===== src/rtl/fifo_pkg.sv =====
// Shared FIFO word type, geometry and scheduler types used by the push scheduler
// and by anything that talks to the FIFO slave interface.
package fifo_pkg;

    localparam int DATA_W      = 8;
    localparam int BIT_DEPTH   = 4;
    localparam int ALMOST_FULL = 12;
    localparam int FIFO_DEPTH  = 2 ** BIT_DEPTH;

    typedef logic [DATA_W-1:0] word_t;

    typedef enum logic {
        RUN   = 1'b0,
        FLUSH = 1'b1
    } sched_state_e;

    typedef logic [$clog2(FIFO_DEPTH+1)-1:0] credit_t;

endpackage


===== src/rtl/rr_arbiter.sv =====
// Combinational round-robin pick: first eligible requester found when scanning
// upward from rr_ptr, wrapping modulo NUM_REQ.
module rr_arbiter #(
    parameter  int NUM_REQ = 4,
    localparam int IW      = $clog2(NUM_REQ)
) (
    input  logic [NUM_REQ-1:0] eligible,
    input  logic [IW-1:0]      rr_ptr,
    output logic [NUM_REQ-1:0] grant,
    output logic [IW-1:0]      grant_idx,
    output logic               grant_valid
);

    logic [IW-1:0] cand;

    always_comb begin
        grant       = '0;
        grant_idx   = '0;
        grant_valid = 1'b0;
        cand        = '0;
        for (int k = 0; k < NUM_REQ; k++) begin
            cand = IW'((int'(rr_ptr) + k) % NUM_REQ);
            if (!grant_valid && eligible[cand]) begin
                grant_valid = 1'b1;
                grant[cand] = 1'b1;
                grant_idx   = cand;
            end
        end
    end

endmodule


===== src/rtl/fifo_push_scheduler.sv =====
// Shares one FIFO push port between NUM_REQ producers with round-robin arbitration,
// credit-based full protection, almost-full priority gating and a flush/drain handshake.
module fifo_push_scheduler
    import fifo_pkg::*;
#(
    parameter int                 NUM_REQ  = 4,
    parameter int                 DEPTH    = 2 ** BIT_DEPTH,
    parameter int                 AF_LEVEL = ALMOST_FULL,
    parameter logic [NUM_REQ-1:0] HP_MASK  = NUM_REQ'(1)
) (
    input  logic                         clk,
    input  logic                         reset,
    input  logic [NUM_REQ-1:0]           req,
    input  word_t [NUM_REQ-1:0]          req_data,
    output logic [NUM_REQ-1:0]           ack,
    output logic                         fifo_push,
    output word_t                        fifo_data_in,
    input  logic                         fifo_pop,
    input  logic                         fifo_full,
    input  logic                         fifo_empty,
    input  logic                         flush,
    output logic                         flush_done,
    output logic [$clog2(DEPTH+1)-1:0]   credits,
    output logic                         hp_only,
    output logic                         credit_err
);

    localparam int             CW           = $clog2(DEPTH + 1);
    localparam int             IW           = $clog2(NUM_REQ);
    localparam logic [CW-1:0]  FULL_CREDITS = CW'(DEPTH);
    localparam logic [CW-1:0]  AF_OCC       = CW'(AF_LEVEL);

    sched_state_e        state_q, state_d;
    logic [NUM_REQ-1:0]  ack_q, ack_d;
    logic                fifo_push_q, fifo_push_d;
    word_t               data_q, data_d;
    logic                flush_done_q, flush_done_d;
    logic [CW-1:0]       credits_q, credits_d;
    logic                hp_only_q, hp_only_d;
    logic                credit_err_q, credit_err_d;
    logic [IW-1:0]       rr_ptr_q, rr_ptr_d;

    logic [NUM_REQ-1:0]  eligible;
    logic [NUM_REQ-1:0]  grant_oh;
    logic [IW-1:0]       grant_idx;
    logic                grant_any;
    logic                pop_eff;

    // A requester whose ack is on the outputs this cycle is masked so it cannot
    // be granted again before it has had a chance to present new data.
    always_comb begin
        eligible = req & ~ack_q;
        if (hp_only_q) begin
            eligible = eligible & HP_MASK;
        end
        if (state_q != RUN || flush || credits_q == '0) begin
            eligible = '0;
        end
    end

    rr_arbiter #(
        .NUM_REQ (NUM_REQ)
    ) u_arb (
        .eligible    (eligible),
        .rr_ptr      (rr_ptr_q),
        .grant       (grant_oh),
        .grant_idx   (grant_idx),
        .grant_valid (grant_any)
    );

    always_comb begin
        pop_eff     = fifo_pop && !fifo_empty;
        ack_d       = grant_oh;
        fifo_push_d = grant_any;
        data_d      = grant_any ? req_data[grant_idx] : data_q;

        rr_ptr_d = rr_ptr_q;
        if (grant_any) begin
            rr_ptr_d = (grant_idx == IW'(NUM_REQ - 1)) ? '0 : grant_idx + 1'b1;
        end

        // Grants only happen with credits > 0, so only the pop side needs clamping.
        credits_d = credits_q;
        if (pop_eff && !grant_any) begin
            if (credits_q != FULL_CREDITS) begin
                credits_d = credits_q + 1'b1;
            end
        end else if (grant_any && !pop_eff) begin
            credits_d = credits_q - 1'b1;
        end

        hp_only_d    = (FULL_CREDITS - credits_d) >= AF_OCC;
        credit_err_d = credit_err_q
                     | (fifo_push_q && fifo_full && !fifo_pop)
                     | (pop_eff && credits_q == FULL_CREDITS);
    end

    always_comb begin
        state_d      = state_q;
        flush_done_d = 1'b0;
        case (state_q)
            RUN: begin
                if (flush) begin
                    state_d = FLUSH;
                end
            end
            FLUSH: begin
                if (credits_q == FULL_CREDITS && fifo_empty) begin
                    flush_done_d = 1'b1;
                    state_d      = RUN;
                end
            end
            default: state_d = RUN;
        endcase
    end

    always_ff @(posedge clk) begin
        if (reset) begin
            state_q      <= RUN;
            ack_q        <= '0;
            fifo_push_q  <= 1'b0;
            data_q       <= '0;
            flush_done_q <= 1'b0;
            credits_q    <= FULL_CREDITS;
            hp_only_q    <= 1'b0;
            credit_err_q <= 1'b0;
            rr_ptr_q     <= '0;
        end else begin
            state_q      <= state_d;
            ack_q        <= ack_d;
            fifo_push_q  <= fifo_push_d;
            data_q       <= data_d;
            flush_done_q <= flush_done_d;
            credits_q    <= credits_d;
            hp_only_q    <= hp_only_d;
            credit_err_q <= credit_err_d;
            rr_ptr_q     <= rr_ptr_d;
        end
    end

    assign ack          = ack_q;
    assign fifo_push    = fifo_push_q;
    assign fifo_data_in = data_q;
    assign flush_done   = flush_done_q;
    assign credits      = credits_q;
    assign hp_only      = hp_only_q;
    assign credit_err   = credit_err_q;

endmodule


===== config.mk =====
export PLATFORM = sky130hd
export DESIGN_NAME = fifo_push_scheduler
export DESIGN_NICKNAME = d
export VERILOG_FILES = /design/src/rtl/fifo_pkg.sv /design/src/rtl/rr_arbiter.sv /design/src/rtl/fifo_push_scheduler.sv
export SDC_FILE = /design/constraint.sdc
export NUM_CORES = 1
export LEC_CHECK = 0
export ABC_AREA = 1
export BUFFER_PORTS_ARGS = -buffer_cell sky130_fd_sc_hd__clkbuf_2
export CAP_MARGIN = 0
export CORE_MARGIN = 2
export CORE_UTILIZATION = 50
export DETAILED_ROUTE_END_ITERATION = 8
export GPL_ROUTABILITY_DRIVEN = 0
export HOLD_SLACK_MARGIN = 0.1
export PLACE_DENSITY = 0.78
export SLEW_MARGIN = 0
export SYNTH_ARGS = -nofsm -noshare
export SYNTH_HDL_FRONTEND = slang
export SYNTH_SLANG_ARGS = --single-unit
export TNS_END_PERCENT = 5

===== constraint.sdc =====
create_clock -name clk -period 3.1 [get_ports clk]
set_clock_uncertainty 0.05 [all_clocks]
set_input_delay 0.155 -clock clk [delete_from_list [all_inputs] [get_ports clk]]
set_output_delay 0.155 -clock clk [all_outputs]
set_load 0.05 [all_outputs]

==> flow_summary.ini, run 1 <==
[min_path]
min_from = fifo_empty
holdPathStages = 3
min_path_type = in2reg
hold_end = flush_done

[routing]
dr.pass1.iters = 4
final_antenna_net_count = 0
routed_wl_mm = 4.76
drt_iter0_drc = 130
drc = 0
wire_per_inst_um = 12.1
vias_per_cell = 5.30
via_count = 2088

[job]
cap_violations = 0

[timing]
slew_headroom_pct = 60.3
setup_viol = 0
period_minus_slack_ps = 2690
period_share_pct = 86.8
hold_viol = 0
setup_tns_ps = 0
slew_violations = 0
fmax_mhz = 372
tightest_slew_ps = 593
rsz0062_at_grt = false
setup_ws_ps = 411

[clock_tree]
post_cts_buffers = 0
clkLatencyLatePin_ps = 260
cts_num_sinks = 24
cts_root_buf = clkbuf_8
clk_pin_slew_worst_paths_ps = 90
h-tree-depth = 1
cts_tree = done
postCtsHoldBufs = 0
clockBufferDepth = 2
ctsResizeCount = 0
cts_buffers = 3

[setup_path]
rrSetupSlack_ps = 410
end_kind = flop
cp_max_fo = 12
crit_path_frequent_cell = nand3_1
start_kind = flop
critPathRequiredTime_ps = 3220
reg2reg_to = fifo_data_in[4]
rr_worst_depth = 16
max_stage_delay_ps = 450
crit_type = reg2reg
slowest_stage = dfxtp_1
cp_cell_sequence = inv_1, ha_1, nand3_2, nand3_1, nand2_1, nand3_1, nand2_4, nor2_4, nand2_4, nor2_8, nand2_1, nand3_2, inv_2, nand3_1, nand3_1, nand2_1
worstPathArrival_ps = 2810
regToRegStartpoint = credits[0]

[synth]
synth_seq_area_share_pct = 25.7
async_reset_ff_share_pct = 0
synth-seq-cells = 24
synth_top_area_cell = dfxtp_1
syn_nets = 335
yosysTopAreaCellShare_pct = 25.7
ys_top_cells_by_area = dfxtp_1 (26%), nand2_1 (17%), nand3_1 (17%)
yosysWarnings = 0
synth_ff_type = dfxtp_1
synth_area_um2 = 1870
synth_cell_type_count = 30
avgSynthCellArea_um2 = 6.54
synth_edf_count = 0
synthCells = 286

[die]
start_util_pct = 51.5
fp.dieArea_um2 = 4250
die_x_um = 65.2
ios = 63
core-area_um2 = 3630
die_h_um = 65.2
rows = 22

[outcome]
status = finished, final reports clean

[placement]
dpl.hpwl_mm = 3.81
post-place-ws_ps = 482
io_buffers = 62

[final_layout]
n_antenna_cell = 0
syn_to_final_growth_pct = 21.2
fill_cells = 383
final_nets = 396
regArea_um2 = 480
multi_input_area_um2 = 1230
final_cell_mix = nand2_1 (86), nand3_1 (63), clkbuf_2 (62)
final_common_cell = nand2_1
layout-drive-gt1-share_pct = 25.7

[grt]
grt_max_degree = 18
overflow = 0
antenna_found_initial = 0
grt.total_usage_pct = 23.9
grt_pass1_wl_mm = 8.20
grt_pass1_vias = 1937

[power_and_ir_drop]
total_power_w = 0.00317
power.leakage_nw = 1.21
power_density_nw_per_um2 = 1400
vdd_drop_max_mv = 0.600
## metrics by stage
step	utilization [%]	instances	instance area [um^2]	hold slack [ps]
floorplan	-	286	1870	244
global route	62.4	394	2270	112
global placement	60.5	390	2200	379
finish	62.4	394	2270	102
detailed placement	60.5	390	2200	383
CTS	62.4	394	2270	100
## cell type report
| type | instances | area share, % |
|---|---|---|
| multi-input combinational | 228 | 54.4 |
| sequential | 24 | 21.2 |
| timing repair buffer | 64 | 14.3 |
| inverter | 26 | 4.30 |
| tap | 48 | 2.65 |
| clock buffer | 3 | 1.82 |
| clock inverter | 1 | 1.32 |
## logic make-up (layout without fill, tap and decap cells)
| family | after synthesis | in the layout | share of synthesized area, % |
|---|---|---|---|
| simple gates | 194 | 194 | 51.6 |
| buf+inv | 34 | 94 | 8.42 |
| compound gates | 21 | 21 | 6.82 |
| fa+ha+maj | 7 | 7 | 4.68 |
| xor+xnor | 6 | 6 | 2.81 |
| flops | 24 | 24 | 25.7 |
## sequential cells by signal, summed over array words and instances, names as in the netlist, named ones only
name and flops:
credits 5, rr_ptr_q 1, flush_done 1, credit_err 1, fifo_push 1, ack 4, hp_only 1, state_q 1
fifo_data_in 8
## cells in the mapped netlist, types with 2 or more instances
library cell / number
nand2_1: 86
nand3_1: 63
dfxtp_1: 24
inv_1: 23
nor2_1: 15
a21oi_1: 12
nand4_1: 11
ha_1: 7
nand2_4: 4
nand3_2: 4
o22ai_1: 4
xor2_1: 4
buf_2: 3
buf_6: 3
nor2_4: 3
inv_2: 2
nand2_2: 2
nor2_2: 2
o21ai_1: 2
xnor2_1: 2
## report_power, final
part / internal (W) / switching [W] / total [W]
Clock: 0.000173 / 0.000102 / 0.000274
Combinational: 0.000715 / 0.00163 / 0.00235
Sequential: 0.000434 / 0.000108 / 0.000542
Total: 0.00132 / 0.00184 / 0.00317
## critical path: cells and delay by family (launching register included)
| family | cells | cell delay, ps |
|---|---|---|
| simple gates | 13 | 1490 |
| buf+inv | 2 | 350 |
| fa+ha+maj | 1 | 240 |
| flops | 1 | 450 |
## metal layers
metal	vias to the layer above	track usage (%)	wire [um]
met3	4	3.42	339
met4	0	6.51	38
met5	-	0	0
met1	910	31.6	2140
li1	1078	-	-
met2	96	40.7	2250
## how the worst max path moves through the flow
stage	start	end	slack, ps	cells past startpoint
final	credits[0]	fifo_data_in[4]	410	16
after global routing	credits[0]	fifo_data_in[6]	150	16
after CTS	credits[0]	fifo_data_in[4]	450	16
after detailed placement	credits[0]	fifo_data_in[6]	480	16
after global placement	credits[0]	fifo_data_in[6]	550	16
after floorplan	credits[0]	fifo_data_in[5]	360	16
Power figures use the tool's default switching activity.
==> inputs of run 2 (changes only) <==
--- a/config.mk
+++ b/config.mk
@@ -6,6 +6,7 @@
 export NUM_CORES = 1
 export LEC_CHECK = 0
 export ABC_AREA = 1
+export ABC_CLOCK_PERIOD_IN_PS = 3100
 export BUFFER_PORTS_ARGS = -buffer_cell sky130_fd_sc_hd__clkbuf_2
 export CAP_MARGIN = 0
 export CORE_MARGIN = 2
@@ -14,6 +15,7 @@
 export GPL_ROUTABILITY_DRIVEN = 0
 export HOLD_SLACK_MARGIN = 0.1
 export PLACE_DENSITY = 0.78
+export SETUP_SLACK_MARGIN = 0.5
 export SLEW_MARGIN = 0
 export SYNTH_ARGS = -nofsm -noshare
 export SYNTH_HDL_FRONTEND = slang
==> flow_summary.ini, run 2 (synthesis results as in run 1) <==
[timing]
slew_headroom_pct = 66.7
fmax_mhz = 411
setup_tns_ps = 0
hold_viol = 0
tightest_slew_ps = 499
rsz0062_at_grt = true
period_share_pct = 78.5
slew_violations = 0
setup_viol = 0
holdWs_ps = 129
period_minus_slack_ps = 2430

[final_layout]
fill_cells = 352
layout-drive-gt1-share_pct = 28.7
syn_to_final_growth_pct = 27.7
final_cell_area_um2 = 2390
final_cell_mix = nand2_1 (86), clkbuf_2 (62), nand3_1 (61)
utilization_pct = 65.8
largest_reg_flops = 8
final_nets = 402
final_common_cell = nand2_1
n_antenna_cell = 0
fin_cells = 400

[clock_tree]
clockBufferDepth = 2
clkLatencyLatePin_ps = 270
h-tree-depth = 1
cts_tree = done
cts_root_buf = clkbuf_8
cts_buffers = 3
clk_pin_slew_worst_paths_ps = 90
cts_num_sinks = 24

[routing]
drt_iter0_drc = 239
routed_wl_mm = 5.09
via_count = 2125
wire_per_inst_um = 12.7
dr.pass1.iters = 5
drc = 0
vias_per_cell = 5.31
final_antenna_net_count = 0

[grt]
grt.total_usage_pct = 24.5
grt_max_degree = 18
overflow = 0
grt_pass1_vias = 1875
antenna_found_initial = 0
grt_pass1_wl_mm = 8.26

[die]
die_x_um = 65.2
fp.dieArea_um2 = 4250
start_util_pct = 51.5
rows = 22
die_h_um = 65.2
core-area_um2 = 3630
ios = 63

[placement]
dpl.hpwl_mm = 3.81
placedCellCount = 391
io_buffers = 62
post_dp_cell_area_um2 = 2210

[min_path]
min_from = fifo_full
hold_end = credit_err
holdPathStages = 3
min_path_type = in2reg

[setup_path]
crit_type = reg2reg
regToRegStartpoint = credits[0]
cp_max_fo = 10
rr_worst_depth = 16
critPathRequiredTime_ps = 3280
rrSetupSlack_ps = 670
end_kind = flop
start_kind = flop
worstPathArrival_ps = 2610
reg2reg_to = fifo_data_in[0]

[power_and_ir_drop]
power.leakage_nw = 1.24
power_density_nw_per_um2 = 1410
vdd_drop_max_mv = 0.663

[outcome]
status = finished, final reports clean

[job]
cap_violations = 0
[run 2: cell count changes in the layout (fill, tap and decap cells not counted), moves of 2 or more]
cell     delta
dfxtp_1     -3
dfxtp_2     +2
nand3_4     +2
nand2_8     +2
nand3_1     -2
buf_4       +3
[run 2: how the worst max path moves through the flow]
| stage | cells after the start | from | slack (ps) | to |
|---|---|---|---|---|
| 2_1_floorplan | 16 | credits[0] | 590 | fifo_data_in[5] |
| 3_3_place_gp | 16 | credits[0] | 610 | fifo_data_in[5] |
| 3_5_place_dp | 16 | credits[0] | 530 | fifo_data_in[5] |
| 4_1_cts | 16 | credits[0] | 510 | fifo_data_in[5] |
| 5_1_grt | 16 | credits[0] | 480 | fifo_data_in[5] |
| 6_report | 16 | credits[0] | 670 | fifo_data_in[0] |
[run 2: layer usage]
layer | vias up | global-route usage [%] | part of all wire (%)
li1 | 1088 | - | -
met1 | 921 | 33.4 | 44
met2 | 106 | 39.4 | 46
met3 | 10 | 3.42 | 7.4
met4 | 0 | 9.11 | 1.9
met5 | - | 0 | 0
[run 2: where the power goes]
part           switching (W)  leakage (nW)  internal (W)
combinational        0.00174          1.00      0.000807
sequential          0.000109         0.200      0.000439
clock               0.000110        0.0357      0.000173
total                0.00196          1.24       0.00142
[run 2: area by class of cell]
class,count,area (um^2),share of cell area (%)
Clock inverter,1,30.0,1.26
Timing Repair Buffer,69,369,15.4
Clock buffer,3,41.3,1.73
Sequential cell,24,487,20.4
Inverter,26,101,4.24
Multi-Input combinational cell,229,1300,54.5
Tap cell,48,60.1,2.51
[run 2: metrics by stage]
stage | setup slack [ps] | power [W]
2_1_floorplan | 595 | 0.00249
3_3_place_gp | 608 | 0.00288
3_5_place_dp | 531 | 0.00290
4_1_cts | 511 | 0.00319
5_1_grt | 477 | 0.00368
6_report | 667 | 0.00338
[run 2: critical path, cell delays in order (launching register included)]
cell     delay (ps)
dfxtp_4         370
inv_1           110
ha_2            250
nand3_4         120
nand3_1         110
nand2_1          70
nand3_1         100
nand2_1         100
nor2_4          200
nand2_4         110
nor2_8          170
nand2_1         110
nand3_4         140
inv_2           100
nand3_1          90
nand3_1         100
nand2_1          70
[run 2: what timing repair did]
| action | in CTS | in global routing |
|---|---|---|
| resized for setup | 0 | 13 |
| hold buffers | 1 | 0 |
| setup endpoints to repair | 0 | 13 |
| buffers inserted | 0 | 3 |
| endpoints found under the hold margin | 1 | 0 |
